### src/rtl/branch_predictor_gshare_pkg.sv
// Shared types for the gshare predictor: 2-bit direction counter encoding and its
// saturating update rule.
package branch_predictor_gshare_pkg;

    typedef enum logic [1:0] {
        SNT = 2'b00,
        WNT = 2'b01,
        WT  = 2'b10,
        ST  = 2'b11
    } bp_ctr_t;

    localparam bp_ctr_t BP_CTR_RESET = WNT;

    function automatic bp_ctr_t ctr_step(input bp_ctr_t ctr, input logic taken);
        bp_ctr_t result;
        result = ctr;
        if (taken && ctr != ST) begin
            result = bp_ctr_t'(ctr + 2'd1);
        end else if (!taken && ctr != SNT) begin
            result = bp_ctr_t'(ctr - 2'd1);
        end
        return result;
    endfunction

endpackage

### src/rtl/branch_predictor_gshare_btb.sv
// Direct-mapped branch target buffer: combinational lookup, registered write,
// valid bits cleared by reset so stale tags/targets are never reported as hits.
module branch_predictor_gshare_btb #(
    parameter int BTB_IDX_W = 5
) (
    input  logic        clk,
    input  logic        rst_n,
    input  logic [31:0] lookup_pc,
    output logic        hit,
    output logic [31:0] target,
    output logic        is_jal,
    input  logic        wr_en,
    input  logic [31:0] wr_pc,
    input  logic [31:0] wr_target,
    input  logic        wr_is_jal
);

    localparam int BTB_ENTRIES = 1 << BTB_IDX_W;
    localparam int TAG_W       = 32 - BTB_IDX_W - 2;

    logic [BTB_ENTRIES-1:0] valid_reg;
    logic [TAG_W-1:0]       tag_mem    [BTB_ENTRIES];
    logic [31:0]            target_mem [BTB_ENTRIES];
    logic                   jal_mem    [BTB_ENTRIES];

    logic [BTB_IDX_W-1:0] rd_idx;
    logic [BTB_IDX_W-1:0] wr_idx;
    logic [TAG_W-1:0]     rd_tag;
    logic [TAG_W-1:0]     wr_tag;
    logic [3:0]           unused_pc_bits;

    assign rd_idx = lookup_pc[BTB_IDX_W+1:2];
    assign rd_tag = lookup_pc[31:BTB_IDX_W+2];
    assign wr_idx = wr_pc[BTB_IDX_W+1:2];
    assign wr_tag = wr_pc[31:BTB_IDX_W+2];
    assign unused_pc_bits = {lookup_pc[1:0], wr_pc[1:0]};

    assign hit    = valid_reg[rd_idx] && (tag_mem[rd_idx] == rd_tag);
    assign target = target_mem[rd_idx];
    assign is_jal = jal_mem[rd_idx];

    always_ff @(posedge clk or negedge rst_n) begin
        if (!rst_n) begin
            valid_reg <= '0;
        end else if (wr_en) begin
            valid_reg[wr_idx] <= 1'b1;
        end
    end

    // Payload needs no reset: an entry is only trusted once its valid bit is set.
    always_ff @(posedge clk) begin
        if (wr_en) begin
            tag_mem[wr_idx]    <= wr_tag;
            target_mem[wr_idx] <= wr_target;
            jal_mem[wr_idx]    <= wr_is_jal;
        end
    end

endmodule

### src/rtl/branch_predictor_gshare.sv
// gshare direction predictor + BTB: zero-cycle IF prediction, EX-stage mispredict
// detection/redirect, and training with speculative global history repair.
module branch_predictor_gshare
    import branch_predictor_gshare_pkg::*;
#(
    parameter int BHT_IDX_W = 7,
    parameter int GHR_W     = 7,
    parameter int BTB_IDX_W = 5
) (
    input  logic             clk,
    input  logic             rst_n,
    input  logic             cpu_stall,
    input  logic             halt,
    input  logic             if_valid,
    input  logic [31:0]      if_pc,
    output logic             pred_taken,
    output logic [31:0]      pred_target,
    output logic [GHR_W-1:0] pred_ghr,
    input  logic             ex_valid,
    input  logic             ex_is_cond,
    input  logic [31:0]      ex_pc,
    input  logic             ex_taken,
    input  logic [31:0]      ex_target,
    input  logic             ex_pred_taken,
    input  logic [31:0]      ex_pred_target,
    input  logic [GHR_W-1:0] ex_ghr,
    output logic             ex_mispredict,
    output logic [31:0]      redirect_pc
);

    localparam int BHT_ENTRIES = 1 << BHT_IDX_W;

    logic [GHR_W-1:0]     ghr_reg;
    logic [GHR_W-1:0]     ghr_next;
    bp_ctr_t              ctr_reg [BHT_ENTRIES];
    bp_ctr_t              if_ctr;
    logic [BHT_IDX_W-1:0] if_idx;
    logic [BHT_IDX_W-1:0] ex_idx;
    logic                 btb_hit;
    logic                 btb_is_jal;
    logic [31:0]          btb_target;
    logic [31:0]          correct_next;
    logic                 update_en;
    logic                 spec_en;
    logic                 unused_ex_pred_taken;

    // Mispredict is judged on next-PC alone, so the direction bit is informational.
    assign unused_ex_pred_taken = ex_pred_taken;

    assign if_idx = if_pc[BHT_IDX_W+1:2] ^ BHT_IDX_W'(ghr_reg);
    assign ex_idx = ex_pc[BHT_IDX_W+1:2] ^ BHT_IDX_W'(ex_ghr);
    assign if_ctr = ctr_reg[if_idx];

    branch_predictor_gshare_btb #(
        .BTB_IDX_W (BTB_IDX_W)
    ) u_btb (
        .clk       (clk),
        .rst_n     (rst_n),
        .lookup_pc (if_pc),
        .hit       (btb_hit),
        .target    (btb_target),
        .is_jal    (btb_is_jal),
        .wr_en     (update_en && ex_taken),
        .wr_pc     (ex_pc),
        .wr_target (ex_target),
        .wr_is_jal (~ex_is_cond)
    );

    assign pred_taken  = btb_hit && (if_ctr[1] || btb_is_jal);
    assign pred_target = pred_taken ? btb_target : if_pc + 32'd4;
    assign pred_ghr    = ghr_reg;

    assign correct_next  = ex_taken ? ex_target : ex_pc + 32'd4;
    assign ex_mispredict = ex_valid && (ex_pred_target != correct_next);
    assign redirect_pc   = correct_next;

    assign update_en = ex_valid && !cpu_stall && !halt;
    assign spec_en   = if_valid && !cpu_stall && !halt && btb_hit && !btb_is_jal;

    // Shifts are written as truncating casts so GHR_W=1 needs no special case.
    always_comb begin
        ghr_next = ghr_reg;
        if (update_en && ex_mispredict) begin
            ghr_next = ex_is_cond ? GHR_W'({ex_ghr, ex_taken}) : ex_ghr;
        end else if (spec_en) begin
            ghr_next = GHR_W'({ghr_reg, pred_taken});
        end
    end

    always_ff @(posedge clk or negedge rst_n) begin
        if (!rst_n) begin
            ghr_reg <= '0;
        end else begin
            ghr_reg <= ghr_next;
        end
    end

    genvar gi;
    generate
        for (gi = 0; gi < BHT_ENTRIES; gi++) begin : g_ctr
            always_ff @(posedge clk or negedge rst_n) begin
                if (!rst_n) begin
                    ctr_reg[gi] <= BP_CTR_RESET;
                end else if (update_en && ex_is_cond && ex_idx == BHT_IDX_W'(gi)) begin
                    ctr_reg[gi] <= ctr_step(ctr_reg[gi], ex_taken);
                end
            end
        end
    endgenerate

endmodule

### config.mk
export PLATFORM = sky130hd
export DESIGN_NAME = branch_predictor_gshare
export DESIGN_NICKNAME = d
export VERILOG_FILES = /design/src/rtl/branch_predictor_gshare_pkg.sv /design/src/rtl/branch_predictor_gshare_btb.sv /design/src/rtl/branch_predictor_gshare.sv
export SDC_FILE = /design/constraint.sdc
export NUM_CORES = 2
export LEC_CHECK = 0
export CAP_MARGIN = 20
export CORE_MARGIN = 4
export CORE_UTILIZATION = 40
export CTS_CLUSTER_DIAMETER = 120
export CTS_CLUSTER_SIZE = 28
export DETAILED_ROUTE_END_ITERATION = 10
export PLACE_DENSITY = 0.63
export SLEW_MARGIN = 0
export SYNTH_ARGS = -nofsm -noshare
export SYNTH_HDL_FRONTEND = slang
export SYNTH_SLANG_ARGS = --single-unit
### constraint.sdc
create_clock -name clk -period 5.5 [get_ports clk]
set_input_delay 1.1 -clock clk [delete_from_list [all_inputs] [get_ports clk]]
set_output_delay 1.1 -clock clk [all_outputs]
set_load 0.05 [all_outputs]
Word-level counts from Yosys, hierarchy flattened
Memories as Yosys holds them, arrays and structs flattened.
Index checks and enable logic that the tools add are counted.
{"block": "word_totals", "inputBits": 144, "regBits": 295, "mem_count": 3, "elab_cells": 1715, "ram_bits": 1856}
{"name": "u_btb.target_mem", "depth": 32, "width": 32, "read_ports": 1, "rd_ports_with_merged_regs": 0, "wr": 1, "line": "branch_predictor_gshare_btb.sv:23", "rtl": "logic [31:0] target_mem [BTB_ENTRIES];"}
{"name": "u_btb.tag_mem", "depth": 32, "width": 25, "read_ports": 1, "rd_ports_with_merged_regs": 0, "wr": 1, "line": "branch_predictor_gshare_btb.sv:22", "rtl": "logic [TAG_W-1:0] tag_mem [BTB_ENTRIES];"}
{"name": "u_btb.jal_mem", "depth": 32, "width": 1, "read_ports": 1, "rd_ports_with_merged_regs": 0, "wr": 1, "line": "branch_predictor_gshare_btb.sv:24", "rtl": "logic jal_mem [BTB_ENTRIES];"}
{"block": "classes", "magnitude_cmp": 4, "eq_ne": 257, "reduce_logical": 788, "n_bitwise": 5, "n_addsub": 258, "muxes": 270}
{"op": "2-bit two-way mux", "count": 258}
{"op": "2-bit nonzero test", "count": 257}
{"op": "7-bit == test (second input constant)", "count": 64}
{"op": "1-bit logical AND", "count": 397}
{"op": "2-bit by 1-bit adder with 2-bit output (second input constant)", "count": 128}
{"op": "2-bit != test (second input constant)", "count": 128}
{"op": "2-bit AND reduction", "count": 128}
{"op": "2-bit by 1-bit subtractor with 2-bit output (second input constant)", "count": 128}
{"op": "7-bit by 6-bit == test with 1-bit output (second input constant)", "count": 32}
{"op": "7-bit by 5-bit == test with 1-bit output (second input constant)", "count": 16}
{"op": "32-bit by 3-bit adder with 32-bit output (second input constant)", "count": 2}
{"op": "32-bit two-way mux", "count": 2}
{"op": "7-bit by 4-bit == test with 1-bit output (second input constant)", "count": 8}
{"op": "32-bit != test", "count": 1}
{"op": "32-bit bitwise OR", "count": 1}
{"op": "7-bit by 3-bit == test with 1-bit output (second input constant)", "count": 4}
{"op": "25-bit == test", "count": 1}
{"op": "7-bit two-way mux", "count": 3}
{"op": "2-bit binary-select mux with 7-bit select", "count": 1}
{"op": "7-bit by 2-bit == test with 1-bit output (second input constant)", "count": 2}
{"op": "7-bit XOR", "count": 2}
{"op": "5-bit by 6-bit less-than comparator with 1-bit output (second input constant)", "count": 2}
{"op": "8-bit greater-or-equal comparator (second input constant)", "count": 1}
{"op": "7-bit inverter with 8-bit output", "count": 1}
{"op": "9 further kinds", "count": 15}

Logic depth before layout (Yosys ltp)
{"block": "depth", "ltp_word": 9, "mapped_depth": 17, "ltp_nobuf": 11}

Hierarchy
A second synthesis with hierarchy kept.
{"block": "hier_totals", "cells_unflattened": 5244, "area_unflattened_um2": 90460.5}
{"mod": "branch_predictor_gshare_btb", "n_inst": 1, "cells_each": 2960, "area_per_inst_um2": 72067.9}
{"mod": "branch_predictor_gshare", "n_inst": 1, "cells_each": 2284, "area_per_inst_um2": 18392.6}

Least setup slack after synthesis
OpenSTA, ideal clock, no wires.
{"block": "synth_timing", "kind": "input-to-output", "startpoint": "input port if_pc[3]", "endpoint": "output port pred_target[2]", "stages": 13, "n_path_buf": 5, "slack_ns": -0.244, "arrival_time_ns": 4.644, "cell_sequence": "buf_2 > buf_2 > buf_2 > buf_1 > mux4_2 > a221oi_2 > a21oi_1 > xnor2_1 > nand4_1 > nor4_4 > nand4_4 > buf_2 > a21oi_1"}
{"block": "synth_between", "elab_chain_cells": 8}
{"item": "start: declaration", "line": "branch_predictor_gshare.sv:15", "rtl": "input logic [31:0] if_pc,"}
{"item": "7-bit XOR", "line": "branch_predictor_gshare.sv:50", "rtl": "assign if_idx = if_pc[BHT_IDX_W+1:2] ^ BHT_IDX_W'(ghr_reg);"}
{"item": "7-bit inverter with 8-bit output (implied by the code)", "line": "branch_predictor_gshare.sv:52", "rtl": "assign if_ctr = ctr_reg[if_idx];"}
{"item": "2-bit binary-select mux with 7-bit select", "line": "branch_predictor_gshare.sv:52"}
{"item": "2-bit two-way mux (implied by the code) (2 in series)", "line": "branch_predictor_gshare.sv:52"}
{"item": "1-bit logical OR", "line": "branch_predictor_gshare.sv:69", "rtl": "assign pred_taken = btb_hit && (if_ctr[1] || btb_is_jal);"}
{"item": "1-bit logical AND", "line": "branch_predictor_gshare.sv:69"}
{"item": "32-bit two-way mux (*)", "line": "branch_predictor_gshare.sv:70", "rtl": "assign pred_target = pred_taken ? btb_target : if_pc + 32'd4;"}
{"item": "end: declaration", "line": "branch_predictor_gshare.sv:17", "rtl": "output logic [31:0] pred_target,"}
Mark *: on every way between the ends. The rest lies on a longest branch, timed or not. The select of a mux whose other input is x is not followed.

Worst setup path after layout
{"block": "layout_timing", "startpoint": "input port if_pc[2]", "endpoint": "output port pred_target[18]"}
Same word-level chain as after synthesis.

==> flow_summary.json <==
{
  "postSynthAreaPerCell_um2": 17.01,
  "relSlewSlack_pct": 21.77,
  "final_min_period_over_clock_period_pct": 107.2,
  "gp_congestion": 0.8721,
  "placed_cell_areas_um2": 99410,
  "drc_errors": 0,
  "synth.ff_latch_count": 2151,
  "total_cts_buffers": 88,
  "layout.core_utilization_pct": 46.69,
  "drt_pass1_iterations": 8,
  "postCtsHoldBufs": 0,
  "netlist_instances": 5272,
  "initial_core_util_pct": 40.30,
  "area_of_combinational_cells_with_multiple_inputs_um2": 26140,
  "power_density_relative_to_cell_area_nw_per_um2": 285.2,
  "critPathSlowestCell": "sky130_fd_sc_hd__mux4_2",
  "synth-edff-count": 1856,
  "num_io_pins": 217,
  "grt_pass1_wl_um": 387200,
  "post-synth-top-area-cell": "sky130_fd_sc_hd__edfxtp_1",
  "combined_flip_flop_and_latch_cell_area_um2": 63280,
  "synthToLayoutAreaGrowth_pct": 15.88,
  "clkTransAtPathRegs_ns": 0.13,
  "worst_setup_sp_type": "primary input",
  "critPathRequiredTime_ns": 4.40,
  "syn-cell-area_um2": 89670,
  "finalClockSkew_ns": 0.04682,
  "total_die_area_um2": 231800,
  "synthesis.yosys.warnings": 0,
  "wl_per_cell_um": 31.28,
  "largest_register_ff_count": 1024,
  "synth.net_count": 5421,
  "maxCapViolCount": 0,
  "leak_nw": 33.14,
  "synth_cell_types": 73,
  "grt_use_total_pct": 23.44,
  "violated_checks": "setup timing",
  "drt_total_wl_um": 276900,
  "cell_occurring_most_often_along_the_worst_timing_path": "sky130_fd_sc_hd__buf_12",
  "synthTopCellsByArea": "sky130_fd_sc_hd__edfxtp_1 62%, sky130_fd_sc_hd__mux4_2 13%, sky130_fd_sc_hd__dfrtp_1 4.7%",
  "grt_overflow_total": 0,
  "initial_antenna_violation_count": 14,
  "hp-class": "in -> async",
  "critical-path-max-stage-delay_ns": 0.49,
  "final_nets": 5992,
  "worst_pin_slew_ns": 1.173,
  "num_rows": 173,
  "path_buf_inv": 10,
  "crit_path_max_fanout": 7,
  "clock_latency_ns": 0.77,
  "grt_start_max_net_pins": 254,
  "post_layout_nonfiller_instances": 8852,
  "cts_num_sinks": 2151,
  "drt-vias-per-instance": 6.003,
  "cts-htree-levels": 3,
  "dpl.hpwl_um": 168200,
  "chipHeight_um": 481.5,
  "tritoncts": "done",
  "ir_worst_vdd_uv": 249.5,
  "cpLargestDelayFamily": "buffers and inverters",
  "timing.setup.critical_path_class": "in -> out",
  "critPathArrivalTime_ns": 4.79,
  "postSynth.asyncResetShare_pct": 13.71,
  "finalHoldViolCount": 0,
  "setup_violations": 33,
  "dominant_synthesized_flop_cell": "sky130_fd_sc_hd__edfxtp_1",
  "antenna_violating_nets_post_route": 0,
  "synth-seq-area-share_pct": 70.57,
  "fin_crit_ns": 5.894,
  "routed_vias": 53140,
  "grt_setup_unrepaired": "yes",
  "stdcell_area_um2": 103900,
  "run_status": "finished with violations",
  "dr.first_iter.drc_count": 6409,
  "dp_cells": 8654,
  "cts_root_buffer": "sky130_fd_sc_hd__clkbuf_16",
  "endpoint_type_of_the_worst_setup_path": "output port",
  "core-area_um2": 222500,
  "finalSetupTns_ns": -10.19,
  "dieWidth_um": 481.5,
  "portBuffers": 215,
  "first_global_vias": 52250,
  "finalWorstSetupSlack_ns": -0.3942,
  "post_route_cells_drive_above_1_share_pct": 26.45,
  "number_of_inserted_filler_cells_in_the_final_layout": 18900,
  "cts.path.max_buffers": 3,
  "share_of_yosys_cell_area_claimed_by_the_top_area_cell_type_pct": 62.16,
  "path_cells": "buf_16, buf_16, buf_12, buf_16, buf_12, mux4_2, nand2b_4, a221oi_2, a31oi_1, buf_4, xnor2_4, nand3_2, nor4_4, nand4_4, buf_12, buf_12, buf_6, a211oi_4, a21oi_2, buf_12",
  "clock.fmax_ghz": 0.1697,
  "final-max-slew-violation-count": 0
}
[power breakdown]
part           switching, mW  internal [mW]
registers              0.316           18.1
clock network           4.93           2.99
logic                   1.87           1.40
[metrics by stage]
step           worst slack [ns]  hold slack (ns)  power, mW
3_5_place_dp            -0.7056           0.4486      21.86
2_1_floorplan           -0.2440           0.4337      20.31
3_3_place_gp            -0.8043           0.4439      21.76
4_1_cts                 -0.3019           0.3814      29.72
6_report                -0.3942           0.3740      29.63
5_1_grt                 -0.4765           0.4308      30.54
[path summary, 6_finish.rpt]
check	startpoint	end	slack (ns)	cells past startpoint
setup reg to reg	u_btb.tag_mem[4][19]	pred_ghr[2]	2.03	14
hold reg to reg	u_btb.valid_reg[23]	u_btb.valid_reg[23]	0.47	1
setup / recovery	if_pc[2]	pred_target[18]	-0.39	20
hold / removal	rst_n	ctr_reg[197]	0.37	1
max in group asynchronous	rst_n	ctr_reg[161]	3.89	2
min in group clk	u_btb.valid_reg[23]	u_btb.valid_reg[23]	0.47	1
[placed cells by master, fill, tap and decap left out, drive strengths merged, types with 140 or more instances in the layout]
cell type | netlist | routed
a21oi | 307 | 307
buf | 116 | 586
clkdlybuf4s50 | 0 | 140
dfrtp | 167 | 167
edfxtp | 1856 | 1856
mux2i | 160 | 160
mux4 | 513 | 513
nand2 | 424 | 424
nor2 | 277 | 277
o21ai | 433 | 433
[final cells by class]
| class | count | share of cell area, % |
|---|---|---|
| Tap cell | 2975 | 3.583 |
| Multi-Input combinational cell | 2839 | 25.15 |
| Timing Repair Buffer | 739 | 7.896 |
| Inverter | 24 | 0.09634 |
| Antenna cell | 13 | 0.03131 |
| Sequential cell | 2151 | 60.90 |
| Clock inverter | 10 | 0.1710 |
| Clock buffer | 101 | 2.166 |
[repair_timing]
action	4_1_cts	5_1_grt
cloned	12	3
endpoints found under the setup margin	34	34
pin swaps	31	15
gates resized for setup	186	45
endpoints found under the hold margin	0	0
setup buffers	50	21
[synthesized netlist by cell type, types with 4 or more instances]
cell / number
sky130_fd_sc_hd__or3_1: 5
sky130_fd_sc_hd__buf_4: 11
sky130_fd_sc_hd__nand3b_1: 28
sky130_fd_sc_hd__o2111ai_1: 4
sky130_fd_sc_hd__and4_1: 8
sky130_fd_sc_hd__and3_1: 14
sky130_fd_sc_hd__nand2b_1: 5
sky130_fd_sc_hd__mux2_2: 13
sky130_fd_sc_hd__o211ai_1: 39
sky130_fd_sc_hd__nand2_1: 424
sky130_fd_sc_hd__mux4_2: 513
sky130_fd_sc_hd__nor2_1: 277
sky130_fd_sc_hd__o22ai_1: 13
sky130_fd_sc_hd__a211oi_1: 11
sky130_fd_sc_hd__and2_1: 41
sky130_fd_sc_hd__buf_2: 66
sky130_fd_sc_hd__a22oi_1: 29
sky130_fd_sc_hd__edfxtp_1: 1856
sky130_fd_sc_hd__nand3_1: 43
sky130_fd_sc_hd__xor2_1: 68
sky130_fd_sc_hd__a31oi_1: 75
sky130_fd_sc_hd__ha_1: 5
sky130_fd_sc_hd__a2111oi_0: 9
sky130_fd_sc_hd__mux2i_1: 160
sky130_fd_sc_hd__dfrtp_1: 167
sky130_fd_sc_hd__o221ai_1: 33
sky130_fd_sc_hd__dfstp_2: 128
sky130_fd_sc_hd__a21oi_1: 307
sky130_fd_sc_hd__a22o_1: 14
sky130_fd_sc_hd__nor4_1: 9
sky130_fd_sc_hd__clkbuf_1: 142
sky130_fd_sc_hd__buf_1: 22
sky130_fd_sc_hd__nor3b_1: 32
sky130_fd_sc_hd__a211oi_2: 24
sky130_fd_sc_hd__a221oi_1: 6
sky130_fd_sc_hd__buf_6: 13
sky130_fd_sc_hd__nand4_1: 29
sky130_fd_sc_hd__xnor2_1: 72
sky130_fd_sc_hd__or2_2: 33
sky130_fd_sc_hd__nor3_1: 18
sky130_fd_sc_hd__inv_1: 23
sky130_fd_sc_hd__nor2b_1: 10
sky130_fd_sc_hd__o21ai_0: 430
[cell families (layout without fill, tap and decap cells)]
| family | count (synthesis) | after routing | share of synthesized area (%) |
|---|---|---|---|
| DFF | 2151 | 2151 | 70.57 |
| AOI/OAI and AO/OA | 1019 | 1019 | 6.614 |
| and+or+nand+nor | 988 | 988 | 5.033 |
| muxes | 686 | 686 | 14.83 |
| buffers and inverters | 282 | 874 | 1.494 |
| xor gates and xnor gates | 141 | 141 | 1.386 |
| adders and majority gates | 5 | 5 | 0.06977 |
| other | 0 | 13 | 0 |
[layer usage]
metal  GRT usage (%)  vias up  part of all wire (%)
met3           3.296      490                   7.6
met4           12.10        2                   6.3
met2           38.65     2514                    49
met1           30.40    28100                    37
li1                -    22040                     -
met5               0        -                0.0061
[worst register-to-register path: cells and delay by family (launching register included)]
family	cells	cell delay [ns]
multiplexers	3	0.75
XOR/XNOR	1	0.20
AND/OR/NAND/NOR	3	0.66
flip-flops	1	0.38
buffers and inverters	5	0.73
AO/OA/AOI/OAI	2	0.58
Power figures use the tool's default switching activity.
